[src/rtl/pipelined_alu_pkg.sv]
// Shared definitions for pipelined_alu: opcodes, flag bit positions, FSM states.
// Latency: n/a (package only).
// Backpressure: n/a (package only).
package pipelined_alu_pkg;

    // Operation codes; 4'b1010..4'b1111 are illegal.
    localparam logic [3:0] ALU_ADD   = 4'b0000;
    localparam logic [3:0] ALU_SUB   = 4'b0001;
    localparam logic [3:0] ALU_DIV   = 4'b0010;
    localparam logic [3:0] ALU_MUL   = 4'b0011;
    localparam logic [3:0] ALU_PASS2 = 4'b0100;
    localparam logic [3:0] ALU_PASS1 = 4'b0101;
    localparam logic [3:0] ALU_AND   = 4'b0110;
    localparam logic [3:0] ALU_OR    = 4'b0111;
    localparam logic [3:0] ALU_ADDU  = 4'b1000;
    localparam logic [3:0] ALU_SLT   = 4'b1001;

    // Flag vector layout: {illegal, div0, ovf, zero, sign}
    localparam int FLAGS_W     = 5;
    localparam int FLG_SIGN    = 0;
    localparam int FLG_ZERO    = 1;
    localparam int FLG_OVF     = 2;
    localparam int FLG_DIV0    = 3;
    localparam int FLG_ILLEGAL = 4;

    typedef enum logic [1:0] {
        ST_IDLE = 2'd0,
        ST_DIV  = 2'd1,
        ST_DONE = 2'd2
    } alu_state_e;

    function automatic logic [FLAGS_W-1:0] pack_flags(
        input logic illegal,
        input logic div0,
        input logic ovf,
        input logic zero,
        input logic sign
    );
        logic [FLAGS_W-1:0] f;
        f              = '0;
        f[FLG_ILLEGAL] = illegal;
        f[FLG_DIV0]    = div0;
        f[FLG_OVF]     = ovf;
        f[FLG_ZERO]    = zero;
        f[FLG_SIGN]    = sign;
        return f;
    endfunction

endpackage

[src/rtl/alu_divider.sv]
// Unsigned restoring divider on operand magnitudes, one quotient bit per cycle.
// Latency: WIDTH cycles after i_start; o_done marks the last iteration cycle.
// Backpressure: none; caller must not restart while busy and must take results on o_done.
//
// Ports: clk, rst_n (async active-low); i_start loads i_dividend/i_divisor;
//        o_done/o_quot/o_rem present the outcome of the final iteration combinationally
//        so the caller can register it on the same edge the divider finishes.
module alu_divider #(
    parameter int WIDTH = 16
) (
    input  logic             clk,
    input  logic             rst_n,
    input  logic             i_start,
    input  logic [WIDTH-1:0] i_dividend,
    input  logic [WIDTH-1:0] i_divisor,
    output logic             o_done,
    output logic [WIDTH-1:0] o_quot,
    output logic [WIDTH-1:0] o_rem
);

    localparam int CNT_W = $clog2(WIDTH);

    logic             r_busy;
    logic [CNT_W-1:0] r_cnt;
    logic [WIDTH-1:0] r_rem;
    logic [WIDTH-1:0] r_quot;   // shifts dividend bits out, quotient bits in
    logic [WIDTH-1:0] r_div;

    logic [WIDTH:0]   w_shift;
    logic             w_ge;
    logic [WIDTH-1:0] w_rem_nxt;
    logic [WIDTH-1:0] w_quot_nxt;

    // Partial remainder needs one extra bit before the trial subtract.
    assign w_shift    = {r_rem, r_quot[WIDTH-1]};
    assign w_ge       = (w_shift >= {1'b0, r_div});
    assign w_rem_nxt  = w_ge ? WIDTH'(w_shift - {1'b0, r_div}) : w_shift[WIDTH-1:0];
    assign w_quot_nxt = {r_quot[WIDTH-2:0], w_ge};

    assign o_done = r_busy & (r_cnt == CNT_W'(WIDTH - 1));
    assign o_quot = w_quot_nxt;
    assign o_rem  = w_rem_nxt;

    always_ff @(posedge clk or negedge rst_n) begin
        if (!rst_n) begin
            r_busy <= 1'b0;
            r_cnt  <= '0;
            r_rem  <= '0;
            r_quot <= '0;
            r_div  <= '0;
        end else if (i_start) begin
            r_busy <= 1'b1;
            r_cnt  <= '0;
            r_rem  <= '0;
            r_quot <= i_dividend;
            r_div  <= i_divisor;
        end else if (r_busy) begin
            r_rem  <= w_rem_nxt;
            r_quot <= w_quot_nxt;
            r_cnt  <= r_cnt + CNT_W'(1);
            if (o_done) begin
                r_busy <= 1'b0;
            end
        end
    end

endmodule

[src/rtl/pipelined_alu.sv]
// Handshaked registered ALU with status flags; signed divide runs iteratively in alu_divider.
// Latency: 1 cycle accept->out_valid for all ops except DIV (WIDTH+1 cycles; DIV by zero is 1).
// Backpressure: one op in flight; in_ready drops while busy or holding an unconsumed result.
//
// Ports: clk, rst_n (async active-low); in_valid/in_ready with op1, op2 (signed WIDTH), op (4b);
//        out_valid/out_ready with result (2*WIDTH) and flags {illegal, div0, ovf, zero, sign}.
module pipelined_alu
    import pipelined_alu_pkg::*;
#(
    parameter int WIDTH = 16
) (
    input  logic               clk,
    input  logic               rst_n,
    input  logic               in_valid,
    output logic               in_ready,
    input  logic [WIDTH-1:0]   op1,
    input  logic [WIDTH-1:0]   op2,
    input  logic [3:0]         op,
    output logic               out_valid,
    input  logic               out_ready,
    output logic [2*WIDTH-1:0] result,
    output logic [FLAGS_W-1:0] flags
);

    localparam int RES_W = 2 * WIDTH;

    alu_state_e r_state, w_state_nxt;

    logic [RES_W-1:0]   r_result;
    logic [FLAGS_W-1:0] r_flags;
    logic               r_q_neg;     // quotient negative: operand signs differ
    logic               r_r_neg;     // remainder takes dividend sign
    logic               r_div_ovf;   // most-negative / -1

    logic               w_accept;
    logic               w_div_start;
    logic               w_div_done;
    logic [WIDTH-1:0]   w_mag1, w_mag2;
    logic [WIDTH-1:0]   w_dv_quot, w_dv_rem;
    logic [WIDTH-1:0]   w_q_fix, w_r_fix;
    logic [RES_W-1:0]   w_div_res;
    logic               w_div_minovf;

    logic [RES_W-1:0]   w_a_ext, w_b_ext;
    logic [RES_W-1:0]   w_add, w_sub, w_mul, w_addu;
    logic [RES_W-1:0]   w_res;
    logic               w_ovf, w_ill, w_div0;

    assign w_accept    = in_valid & in_ready;
    assign w_div_start = w_accept & (op == ALU_DIV) & (op2 != '0);

    // ---------------- FSM: state register ----------------
    always_ff @(posedge clk or negedge rst_n) begin
        if (!rst_n) begin
            r_state <= ST_IDLE;
        end else begin
            r_state <= w_state_nxt;
        end
    end

    // ---------------- FSM: next state ----------------
    always_comb begin
        w_state_nxt = r_state;
        case (r_state)
            ST_IDLE: begin
                if (w_accept) w_state_nxt = w_div_start ? ST_DIV : ST_DONE;
            end
            ST_DIV: begin
                if (w_div_done) w_state_nxt = ST_DONE;
            end
            ST_DONE: begin
                // Consume and accept in the same cycle keeps the pipe full.
                if (w_accept)       w_state_nxt = w_div_start ? ST_DIV : ST_DONE;
                else if (out_ready) w_state_nxt = ST_IDLE;
            end
            default: w_state_nxt = ST_IDLE;
        endcase
    end

    // ---------------- FSM: outputs ----------------
    always_comb begin
        in_ready  = 1'b0;
        out_valid = 1'b0;
        case (r_state)
            ST_IDLE: in_ready = 1'b1;
            ST_DONE: begin
                in_ready  = out_ready;
                out_valid = 1'b1;
            end
            default: begin
                in_ready  = 1'b0;
                out_valid = 1'b0;
            end
        endcase
    end

    // ---------------- single-cycle datapath ----------------
    assign w_a_ext = {{WIDTH{op1[WIDTH-1]}}, op1};
    assign w_b_ext = {{WIDTH{op2[WIDTH-1]}}, op2};
    assign w_add   = w_a_ext + w_b_ext;
    assign w_sub   = w_a_ext - w_b_ext;
    assign w_mul   = $signed(w_a_ext) * $signed(w_b_ext);
    assign w_addu  = {{WIDTH{1'b0}}, op1} + {{WIDTH{1'b0}}, op2};

    always_comb begin
        w_res  = '0;
        w_ovf  = 1'b0;
        w_ill  = 1'b0;
        w_div0 = 1'b0;
        case (op)
            ALU_ADD: begin
                w_res = w_add;
                w_ovf = (op1[WIDTH-1] == op2[WIDTH-1]) & (w_add[WIDTH-1] != op1[WIDTH-1]);
            end
            ALU_SUB: begin
                w_res = w_sub;
                w_ovf = (op1[WIDTH-1] != op2[WIDTH-1]) & (w_sub[WIDTH-1] != op1[WIDTH-1]);
            end
            ALU_DIV: begin
                // Only reaches the result register when dividing by zero.
                w_res  = {op1, {WIDTH{1'b1}}};
                w_div0 = 1'b1;
            end
            ALU_MUL:   w_res = w_mul;
            ALU_PASS2: w_res = w_b_ext;
            ALU_PASS1: w_res = w_a_ext;
            ALU_AND:   w_res = w_a_ext & w_b_ext;
            ALU_OR:    w_res = w_a_ext | w_b_ext;
            ALU_ADDU:  w_res = w_addu;
            ALU_SLT:   w_res = {{(RES_W-1){1'b0}}, ($signed(op1) < $signed(op2))};
            default:   w_ill = 1'b1;
        endcase
    end

    // ---------------- divide: magnitudes in, signs applied on the way out ----------------
    assign w_mag1       = op1[WIDTH-1] ? -op1 : op1;
    assign w_mag2       = op2[WIDTH-1] ? -op2 : op2;
    assign w_div_minovf = (op1 == {1'b1, {(WIDTH-1){1'b0}}}) & (op2 == {WIDTH{1'b1}});

    alu_divider #(.WIDTH(WIDTH)) u_divider (
        .clk        (clk),
        .rst_n      (rst_n),
        .i_start    (w_div_start),
        .i_dividend (w_mag1),
        .i_divisor  (w_mag2),
        .o_done     (w_div_done),
        .o_quot     (w_dv_quot),
        .o_rem      (w_dv_rem)
    );

    // Magnitude quotient of most-negative/-1 is 2^(WIDTH-1), which already reads as
    // the wrapped most-negative value, so no special case is needed here.
    assign w_q_fix   = r_q_neg ? -w_dv_quot : w_dv_quot;
    assign w_r_fix   = r_r_neg ? -w_dv_rem  : w_dv_rem;
    assign w_div_res = {w_r_fix, w_q_fix};

    // ---------------- result / flag registers ----------------
    always_ff @(posedge clk or negedge rst_n) begin
        if (!rst_n) begin
            r_result  <= '0;
            r_flags   <= '0;
            r_q_neg   <= 1'b0;
            r_r_neg   <= 1'b0;
            r_div_ovf <= 1'b0;
        end else begin
            if (w_div_start) begin
                r_q_neg   <= op1[WIDTH-1] ^ op2[WIDTH-1];
                r_r_neg   <= op1[WIDTH-1];
                r_div_ovf <= w_div_minovf;
            end else if (w_accept) begin
                r_result <= w_res;
                r_flags  <= pack_flags(w_ill, w_div0, w_ovf, (w_res == '0), w_res[RES_W-1]);
            end else if (w_div_done && (r_state == ST_DIV)) begin
                r_result <= w_div_res;
                r_flags  <= pack_flags(1'b0, 1'b0, r_div_ovf, (w_div_res == '0),
                                       w_div_res[RES_W-1]);
            end
        end
    end

    assign result = r_result;
    assign flags  = r_flags;

endmodule

[config.mk]
export PLATFORM = sky130hd
export DESIGN_NAME = pipelined_alu
export DESIGN_NICKNAME = d
export VERILOG_FILES = /design/src/rtl/pipelined_alu_pkg.sv /design/src/rtl/alu_divider.sv /design/src/rtl/pipelined_alu.sv
export SDC_FILE = /design/constraint.sdc
export NUM_CORES = 1
export LEC_CHECK = 0
export ABC_CLOCK_PERIOD_IN_PS = 10000
export CAP_MARGIN = 10
export CORE_ASPECT_RATIO = 0.6
export CORE_MARGIN = 2
export CORE_UTILIZATION = 23
export CTS_CLUSTER_SIZE = 40
export DETAILED_ROUTE_END_ITERATION = 8
export GPL_TIMING_DRIVEN = 0
export PLACE_DENSITY = 0.37
export SETUP_SLACK_MARGIN = 0.1
export SKIP_LAST_GASP = 1
export SYNTH_ARGS = -nofsm -noshare
export SYNTH_HDL_FRONTEND = slang
export SYNTH_SLANG_ARGS = --single-unit
[constraint.sdc]
create_clock -name clk -period 10 [get_ports clk]
set_input_delay 1.5 -clock clk [delete_from_list [all_inputs] [get_ports clk]]
set_output_delay 1.5 -clock clk [all_outputs]
set_load 0.02 [all_outputs]
Word-level counts from Yosys, hierarchy flattened

Cells that the tools add are included.
W data, S select, Z words.

Bits of input ports: 40
Register bits after elaboration: 95
Logic and storage cells: 96
Output and inout port bits: 39

$mul: 1
Add/sub/neg operators: 9
Multiplexer cells: 30
Reduce and logical (&&, ||, !) cells: 11
Eq/ne operators: 21
Bitwise operators: 11
Order comparisons: 2

Operators by type and width:

| cell                   | number |
|---|---|
| $pmux W32 S10          | 1 |
| $mux W16               | 9 |
| $logic_not A32 Y1      | 2 |
| $mux W32               | 2 |
| $neg A16 Y16           | 4 |
| $add A16 B16 Y17       | 2 |
| $and A32 B32 Y32       | 1 |
| $eq A16 B16 Y1 const B | 2 |
| $mul A16 B16 Y32       | 1 |
| $or A32 B32 Y32        | 1 |
| $ge A17 B16 Y1         | 1 |
| $sub A16 B16 Y17       | 1 |
| $eq A4 B3 Y1 const B   | 4 |
| $lt A16 B16 Y1         | 1 |
| $reduce_bool A16 Y1    | 1 |
| $sub A16 B16 Y16       | 1 |
| $eq A4 B4 Y1 const B   | 3 |
| $mux W2                | 5 |
| $mux W5                | 2 |
| $reduce_or A10 Y1      | 1 |
| $eq A4 B2 Y1 const B   | 2 |
| $mux W4                | 2 |
| $and A1 B1 Y1          | 7 |
| $mux W1                | 6 |
| 18 further kinds       | 23 |

Depth between registers and ports, before layout

Gate-level depths: netlist (run 1).

Depth after elaboration: 8
Mapped depth: 29
Gate-level depth less buffers: 26

Hierarchy

A second synthesis (run 1) with hierarchy kept.

Cells, all modules: 2388
Area, all modules: 19563.8 um^2

Modules (own cells, without submodules):

| module        | area an instance (um^2) | cells each | instances | seq. area each (um^2) |
|---|---|---|---|---|
| pipelined_alu | 15984.1                 | 1976       | 1         | 1026.0 |
| alu_divider   | 3579.7                  | 412        | 1         | 1326.3 |

Worst setup path after synthesis (run 1)

Ideal clock, no wire load.

Kind: input port to flip-flop
Start: in op1[15]
End: reg r_flags[1] (netlist: flags[1])
Buffers on the path: 3
Data required time: 9.876 ns
Setup time: 0.124 ns
Arrival: 8.118 ns
Slack: 1.758 ns
Cell stages on the path: 25
Path through: clkbuf_1 -> buf_1 -> clkbuf_1 -> nand2_1 -> inv_1 -> fa_1 -> fa_1 -> fa_1 -> fa_1 -> fa_1 -> inv_1 -> fa_1 -> inv_1 -> ha_1 -> a21o_1 -> a21oi_1 -> or3b_1 -> o221ai_1 -> nor2_1 -> o211ai_1 -> and4b_1 -> a31oi_1 -> o21ai_1 -> nor3_1 -> a211o_1

Word-level cells in the longest chain between the ends: 4
Elaborated cells on any way between the ends: 10
Those cells by class: add/sub (3); mul (1); order compare (1); mux (2); bitwise (2); reduce/logical (1)

RTL lines:

| what                                     | line                 | RTL |
|---|---|---|
| start: declaration                       | pipelined_alu.sv:16  | `input logic [WIDTH-1:0] op1,` |
| $mul A16 B16 Y32 (tied with other cells) | pipelined_alu.sv:102 | `assign w_mul = $signed(w_a_ext) * $signed(w_b_ext);` |
| $pmux W32 S10 (*)                        | pipelined_alu.sv:110 | `case (op)` |
| $logic_not A32 Y1 (*)                    | pipelined_alu.sv:172 | `r_flags <= pack_flags(w_ill, w_div0, w_ovf, (w_res == '0), w_res[RES_W-1]);` |
| $mux W5 (*)                              | pipelined_alu.sv:170 | `end else if (w_accept) begin` |
| end signal: assignment                   | pipelined_alu.sv:172 |  |
| end signal: assignment                   | pipelined_alu.sv:175 | `r_flags <= pack_flags(1'b0, 1'b0, r_div_ovf, (w_div_res == '0),` |
| end: declaration                         | pipelined_alu.sv:30  | `logic [FLAGS_W-1:0] r_flags;` |

Mark *: on every way between the ends. The rest lies on a longest branch, timed or not.
A chain may end at the register's enable or synchronous reset.

Worst setup path in the final report (run 1)

Start: in op2[6]
End: reg r_flags[1] (netlist: flags[1])

Word-level cells in the longest chain between the ends: 4
Elaborated cells on any way between the ends: 14
Those cells by class: add/sub (3); mul (1); order compare (1); mux (2); bitwise (4); reduce/logical (3)

RTL lines:

| what                                                   | line                                      | RTL |
|---|---|---|
| start: declaration                                     | pipelined_alu.sv:17                       | `input logic [WIDTH-1:0] op2,` |
| $mul A16 B16 Y32 (tied with other cells)               | pipelined_alu.sv:102                      |  |
| $pmux W32 S10 / $and A1 B1 Y1 (equally long branches)  | pipelined_alu.sv:110, pipelined_alu.sv:50 |  |
| $logic_not A32 Y1 / $not A1 Y1 (equally long branches) | -                                         |  |
| $mux W5 / $reduce_and A2 Y1 (equally long branches)    | -                                         |  |

Parallel ways exist; a longest one is shown, timed or not.

==> results.sh, run 1 <==
export IMPL_outcome="complete, no violations"
export IMPL_drive_gt1_frac=0.0655
export IMPL_synthArstFlopShare=1.00
export IMPL_clock_skew_final_ns=0.0159
export IMPL_syn_nets=2877
export IMPL_areaGrowthSynthToFinish_pct=14.2
export IMPL_arrival_ns=9.90
export IMPL_min_period_ns=9.58
export IMPL_drc=0
export IMPL_multiInputGateArea_mm2=0.0155
export IMPL_hp_class="flop to flop"
export IMPL_seq_area_frac_synth=0.119
export IMPL_crit_fanout=11
export IMPL_std_cell_rows=83
export IMPL_setup_viol=0
export IMPL_cts_inserted_buffers=9
export IMPL_critPathKind="input pin to flop"
export IMPL_antenna_found_initial=4
export IMPL_hold_viol=0
export IMPL_port_buffers=74
export IMPL_die_x_um=382
export IMPL_required_ns=10.32
export IMPL_gp_congestion=0.926
export IMPL_drt_iter0_markers=2110
export IMPL_start_util=0.232
export IMPL_clock_path_buffers=2
export IMPL_synth_edf_count=0
export IMPL_rsz0062_at_grt="no"
export IMPL_synth_area_mm2=0.0198
export IMPL_nNetsFinal=2975
export IMPL_root_buffer="clkbuf_16"
export IMPL_cts_tree="built"
export IMPL_period_share=0.958
export IMPL_crit_path_end_kind="flop"
export IMPL_htreeDepth=3
export IMPL_die_area_mm2=0.0883
export IMPL_cts_hold_buf=0
export IMPL_drv_cap=0
export IMPL_via_per_inst=5.14
export IMPL_finish_utilization=0.265
export IMPL_clk_latency_ns=0.38
export IMPL_worstSetupStartpointType="input pin"
export IMPL_antennaDiodeCount=0
export IMPL_core_area_mm2=0.0853
export IMPL_grt_pass1_wl_um=137000
export IMPL_worst_slew_pin_slew_ns=1.08
export IMPL_die_y_um=231
export IMPL_synth_warning_count=0
export IMPL_avgSynthCellArea_um2=8.17
export IMPL_slew_violations=0
export IMPL_synth_cell_type_count=95
export IMPL_nFillCells=9303
export IMPL_ys_ff_latch=94
export IMPL_postRouteAntennaNets=0
export IMPL_final_cell_mix="inv_1, nand2_1, fa_1, nor2_1, ha_1"
export IMPL_fmax_ghz=0.104
export IMPL_grt_max_degree=61
export IMPL_path_clk_slew_ns=0.08
export IMPL_post_drt_wl_per_cell_um=25.9
export IMPL_vias=18900
export IMPL_routed_wl_um=94900
export IMPL_layout_commonest_cell="inv_1"
export IMPL_grt_pass1_vias=18500
export IMPL_clock_sinks=94
export IMPL_grt_overflow=0
export IMPL_grtUsageTotal=0.215
export IMPL_drt_pass1_iterations=6
export IMPL_synth_top_flop_cell="dfrtp_1"
export IMPL_ios=79
export IMPL_netlist_instances=2418
export IMPL_relSlewSlack=0.275
export IMPL_hpwl_um=79800
export IMPL_seq_area_mm2=0.00235
final cells by class:
type | count | share of cell area
Buffer | 135 | 0.0285
Clock buffer | 10 | 0.0106
Clock inverter | 6 | 0.00322
Inverter | 384 | 0.0653
Multi-Input combinational cell | 1805 | 0.687
Sequential cell | 94 | 0.104
Tap cell | 1147 | 0.0636
Timing Repair Buffer | 87 | 0.0378
worst max-delay path, stage by stage:
cell and delay, ns:
clkbuf_2 0.38, clkinv_2 0.33, clkdlybuf4s15_2 0.55, nor2_1 0.24, fa_1 0.44, inv_1 0.08, fa_1 0.45, fa_1 0.52
inv_1 0.05, fa_1 0.52, fa_1 0.51, inv_1 0.05, fa_1 0.48, inv_1 0.05, ha_1 0.38, and3_1 0.24
and3_1 0.18, o211ai_1 0.22, o211ai_1 0.17, buf_4 0.20, a31oi_1 0.27, xor2_2 0.41, o21ai_1 0.26, or4_1 0.60
nor4_1 0.26, nand4_1 0.13, nor3_1 0.23, a211o_1 0.14
logic make-up (layout without fill, tap and decap cells):
family,after synthesis,count (layout),share of synthesized area
simple gates,746,746,0.172
buf+inv,519,622,0.101
compound gates,483,483,0.164
fa+ha+maj,420,420,0.367
flops,94,94,0.119
xor+xnor,92,92,0.0408
mux,64,64,0.0365
registers in the layout, summed over array words and instances, names as in the netlist:
| register | count |
|---|---|
| result | 31 |
| u_divider.r_div | 16 |
| u_divider.r_quot | 16 |
| u_divider.r_rem | 16 |
| flags | 5 |
| u_divider.r_cnt | 4 |
| r_state | 2 |
| r_div_ovf | 1 |
| r_q_neg | 1 |
| r_r_neg | 1 |
| u_divider.r_busy | 1 |
worst paths after layout:
path | startpoint | endpoint | slack, ns | cells after the start
min in group asynchronous | rst_n | result[16]$_DFFE_PN0P_ | 1.09 | 1
worst max register to register | u_divider.r_rem[5]$_DFFE_PN0P_ | flags[1]$_DFFE_PN0P_ | 3.19 | 24
worst min register to register | result[26]$_DFFE_PN0P_ | result[26]$_DFFE_PN0P_ | 0.48 | 1
max in group asynchronous | rst_n | u_divider.r_rem[6]$_DFFE_PN0P_ | 8.20 | 2
worst min-delay path | result[26]$_DFFE_PN0P_ | result[26]$_DFFE_PN0P_ | 0.48 | 1
worst max-delay path | op2[6] | flags[1]$_DFFE_PN0P_ | 0.42 | 28
metal layers:
| metal | wire length, um | global-route usage | share of wire | vias up |
|---|---|---|---|---|
| met5 | 0 | 0 | 0 | - |
| met4 | 982 | 0.0274 | 0.010 | 0 |
| met3 | 9900 | 0.0587 | 0.10 | 62 |
| met2 | 33800 | 0.265 | 0.36 | 954 |
| met1 | 50300 | 0.361 | 0.53 | 9630 |
| li1 | - | - | - | 8206 |
what timing repair did:
item,4_1_cts,5_1_grt
resized for setup,58,83
setup buffers,2,8
pin swaps,1,2
setup endpoints to repair,13,8
gates cloned,0,0
per-stage QoR:
stage	hold slack, ns	cell area, um^2	setup TNS [ns]	worst slack (ns)	cells
finish	0.481	22600	0	0.425	3668
global route	0.494	22600	0	0.112	3668
CTS	0.483	22400	0	0.124	3659
detailed placement	0.465	22000	-14.84	-1.70	3641
global placement	0.476	21900	-14.76	-1.69	3639
floorplan	0.450	19800	0	1.76	2418
synth_stat cells (9+ instances only):
| master | count | area share |
|---|---|---|
| a211oi_1 | 28 | 0.011 |
| a21o_1 | 34 | 0.013 |
| a21oi_1 | 94 | 0.024 |
| a221oi_1 | 12 | 0.0053 |
| a31oi_1 | 13 | 0.0041 |
| and3_1 | 18 | 0.0057 |
| buf_1 | 23 | 0.0044 |
| buf_2 | 12 | 0.0030 |
| clkbuf_1 | 95 | 0.018 |
| clkinv_1 | 16 | 0.0030 |
| dfrtp_1 | 94 | 0.12 |
| fa_1 | 265 | 0.27 |
| ha_1 | 154 | 0.098 |
| inv_1 | 364 | 0.069 |
| mux2i_1 | 53 | 0.027 |
| nand2_1 | 269 | 0.051 |
| nand2b_1 | 17 | 0.0054 |
| nand3_1 | 17 | 0.0043 |
| nand3b_1 | 11 | 0.0042 |
| nand4_1 | 27 | 0.0085 |
| nor2_1 | 259 | 0.049 |
| nor2b_1 | 12 | 0.0038 |
| nor3_1 | 39 | 0.0099 |
| nor4_1 | 18 | 0.0057 |
| o211ai_1 | 20 | 0.0076 |
| o21ai_0 | 112 | 0.028 |
| o21ai_1 | 25 | 0.0063 |
| o221ai_1 | 9 | 0.0040 |
| o31ai_1 | 17 | 0.0065 |
| or3_1 | 14 | 0.0044 |
| xnor2_1 | 64 | 0.028 |
| xor2_1 | 28 | 0.012 |
Power of run 1 is not shown: default switching activity piles up to over one toggle a cycle in this logic, so the estimate is an artifact.
==> run 2: changes to the inputs <==
--- a/config.mk
+++ b/config.mk
@@ -5,7 +5,6 @@
 export SDC_FILE = /design/constraint.sdc
 export NUM_CORES = 1
 export LEC_CHECK = 0
-export ABC_CLOCK_PERIOD_IN_PS = 10000
 export CAP_MARGIN = 10
 export CORE_ASPECT_RATIO = 0.6
 export CORE_MARGIN = 2
==> results of run 2 <==
Same layout as run 1: the final DEF is identical, and so are final timing and power.
Power of run 2 is left out for the same reason.
==> run 3: changes to the inputs <==
--- a/config.mk
+++ b/config.mk
@@ -5,7 +5,6 @@
 export SDC_FILE = /design/constraint.sdc
 export NUM_CORES = 1
 export LEC_CHECK = 0
-export CAP_MARGIN = 10
 export CORE_ASPECT_RATIO = 0.6
 export CORE_MARGIN = 2
 export CORE_UTILIZATION = 23
==> results.sh, run 3 (same netlist as run 1, synthesis figures left out) <==
export IMPL_outcome="complete, no violations"
export IMPL_grtUsageTotal=0.215
export IMPL_worstSetupStartpointType="input pin"
export IMPL_gp_congestion=0.926
export IMPL_port_buffers=74
export IMPL_core_area_mm2=0.0853
export IMPL_die_y_um=231
export IMPL_grt_met2_usage=0.265
export IMPL_top_usage_layer="met1"
export IMPL_grt_pass1_wl_um=137000
export IMPL_slew_violations=0
export IMPL_clock_skew_final_ns=0.0152
export IMPL_drt_pass1_iterations=8
export IMPL_cts_inserted_buffers=9
export IMPL_r2r_end="flags[1]$_DFFE_PN0P_"
export IMPL_clk_latency_ns=0.38
export IMPL_r2r_setup_slack_ns=3.13
export IMPL_hpwl_um=79800
export IMPL_holdPathStages=1
export IMPL_crit_fanout=7
export IMPL_layout_setup_ws_ns=0.448
export IMPL_routed_wl_um=94900
export IMPL_vias=18700
export IMPL_std_cell_rows=83
export IMPL_fmax_ghz=0.105
export IMPL_min_period_ns=9.55
export IMPL_final_cell_mix="inv_1, nand2_1, fa_1, nor2_1, ha_1"
export IMPL_drive_gt1_frac=0.0651
export IMPL_antenna_found_initial=4
export IMPL_worst_slew_pin_slew_ns=1.30
export IMPL_cts_hold_buf=0
export IMPL_relSlewSlack=0.110
export IMPL_nNetsFinal=2974
export IMPL_whs_endpoint="result[26]$_DFFE_PN0P_"
export IMPL_postRouteAntennaNets=0
export IMPL_root_buffer="clkbuf_16"
export IMPL_grt_use_met1=0.361
export IMPL_grt_max_degree=61
export IMPL_rsz0062_at_grt="no"
export IMPL_hp_class="flop to flop"
export IMPL_ios=79
export IMPL_cts_tree="built"
export IMPL_hold_viol=0
export IMPL_post_drt_wl_per_cell_um=25.9
export IMPL_pre_cts_ws_ns=-1.70
export IMPL_largest_reg_flops=31
export IMPL_arrival_ns=9.87
export IMPL_layout_commonest_cell="inv_1"
export IMPL_rr_startpoint="u_divider.r_rem[5]$_DFFE_PN0P_"
export IMPL_die_area_mm2=0.0883
export IMPL_clock_sinks=94
export IMPL_areaGrowthSynthToFinish_pct=14.1
export IMPL_crit_path_end_kind="flop"
export IMPL_die_x_um=382
export IMPL_drt_iter0_markers=2106
export IMPL_grt_use_met3=0.0587
export IMPL_setup_viol=0
export IMPL_critPathKind="input pin to flop"
export IMPL_drv_cap=0
export IMPL_clock_path_buffers=2
export IMPL_hold_start="result[26]$_DFFE_PN0P_"
export IMPL_via_per_inst=5.11
export IMPL_period_share=0.955
export IMPL_start_util=0.232
export IMPL_antennaDiodeCount=0
export IMPL_required_ns=10.32
export IMPL_crit_path_start="op2[7]"
export IMPL_finish_utilization=0.264
export IMPL_htreeDepth=3
export IMPL_path_clk_slew_ns=0.08
export IMPL_drc=0
export IMPL_grt_overflow=0
export IMPL_grt_pass1_vias=18500
export IMPL_rr_worst_depth=24
## run 3: critical path, cell delays in order
cell,delay (ns)
clkdlybuf4s50_1,0.58
ha_1,0.43
inv_1,0.33
fa_1,0.63
inv_1,0.06
fa_1,0.50
inv_1,0.05
fa_1,0.53
inv_1,0.05
fa_1,0.46
fa_1,0.52
inv_1,0.06
fa_1,0.47
inv_1,0.04
ha_1,0.36
and3_1,0.22
and3_1,0.18
o211ai_1,0.23
o211ai_1,0.17
buf_4,0.20
a31oi_1,0.27
xor2_2,0.40
o21ai_1,0.24
or4_1,0.60
nor4_1,0.26
nand4_1,0.13
nor3_1,0.23
a211o_1,0.14
## run 3: worst max path at each step
stage                           endpoint  slack, ns
CTS                 flags[1]$_DFFE_PN0P_       0.12
floorplan           flags[1]$_DFFE_PN0P_       1.76
global placement    flags[1]$_DFFE_PN0P_      -1.69
detailed placement  flags[1]$_DFFE_PN0P_      -1.70
global route        flags[1]$_DFFE_PN0P_       0.11
finish              flags[1]$_DFFE_PN0P_       0.45
## run 3: what timing repair did
action	CTS	global route
pin swaps	1	2
setup endpoints to repair	13	8
setup buffers	2	8
gates resized for setup	58	83
## run 3: through the flow
stage / hold WS (ns) / TNS [ns] / cells / area [um^2]
finish: 0.481 / 0 / 3667 / 22600
detailed placement: 0.465 / -14.84 / 3641 / 22000
global route: 0.494 / 0 / 3667 / 22600
global placement: 0.476 / -14.76 / 3639 / 21900
CTS: 0.483 / 0 / 3659 / 22400
floorplan: 0.450 / 0 / 2418 / 19800
## run 3: final cells by class
class	instances	area, um^2
fill	9303	62700
clock inverter	6	72.6
multi-input combinational	1805	15500
sequential	94	2350
inverter	384	1470
clock buffer	10	239
tap	1147	1440
buffer	135	642
timing repair buffer	86	848
## run 3: per-layer routing
| layer | routed length [um] | part of all wire | up-vias |
|---|---|---|---|
| met4 | 1060 | 0.011 | 0 |
| met3 | 9580 | 0.10 | 61 |
| met2 | 33800 | 0.36 | 893 |
| met1 | 50500 | 0.53 | 9581 |
| li1 | - | - | 8205 |
| met5 | 0 | 0 | - |
Power of run 3 is left out for the same reason.
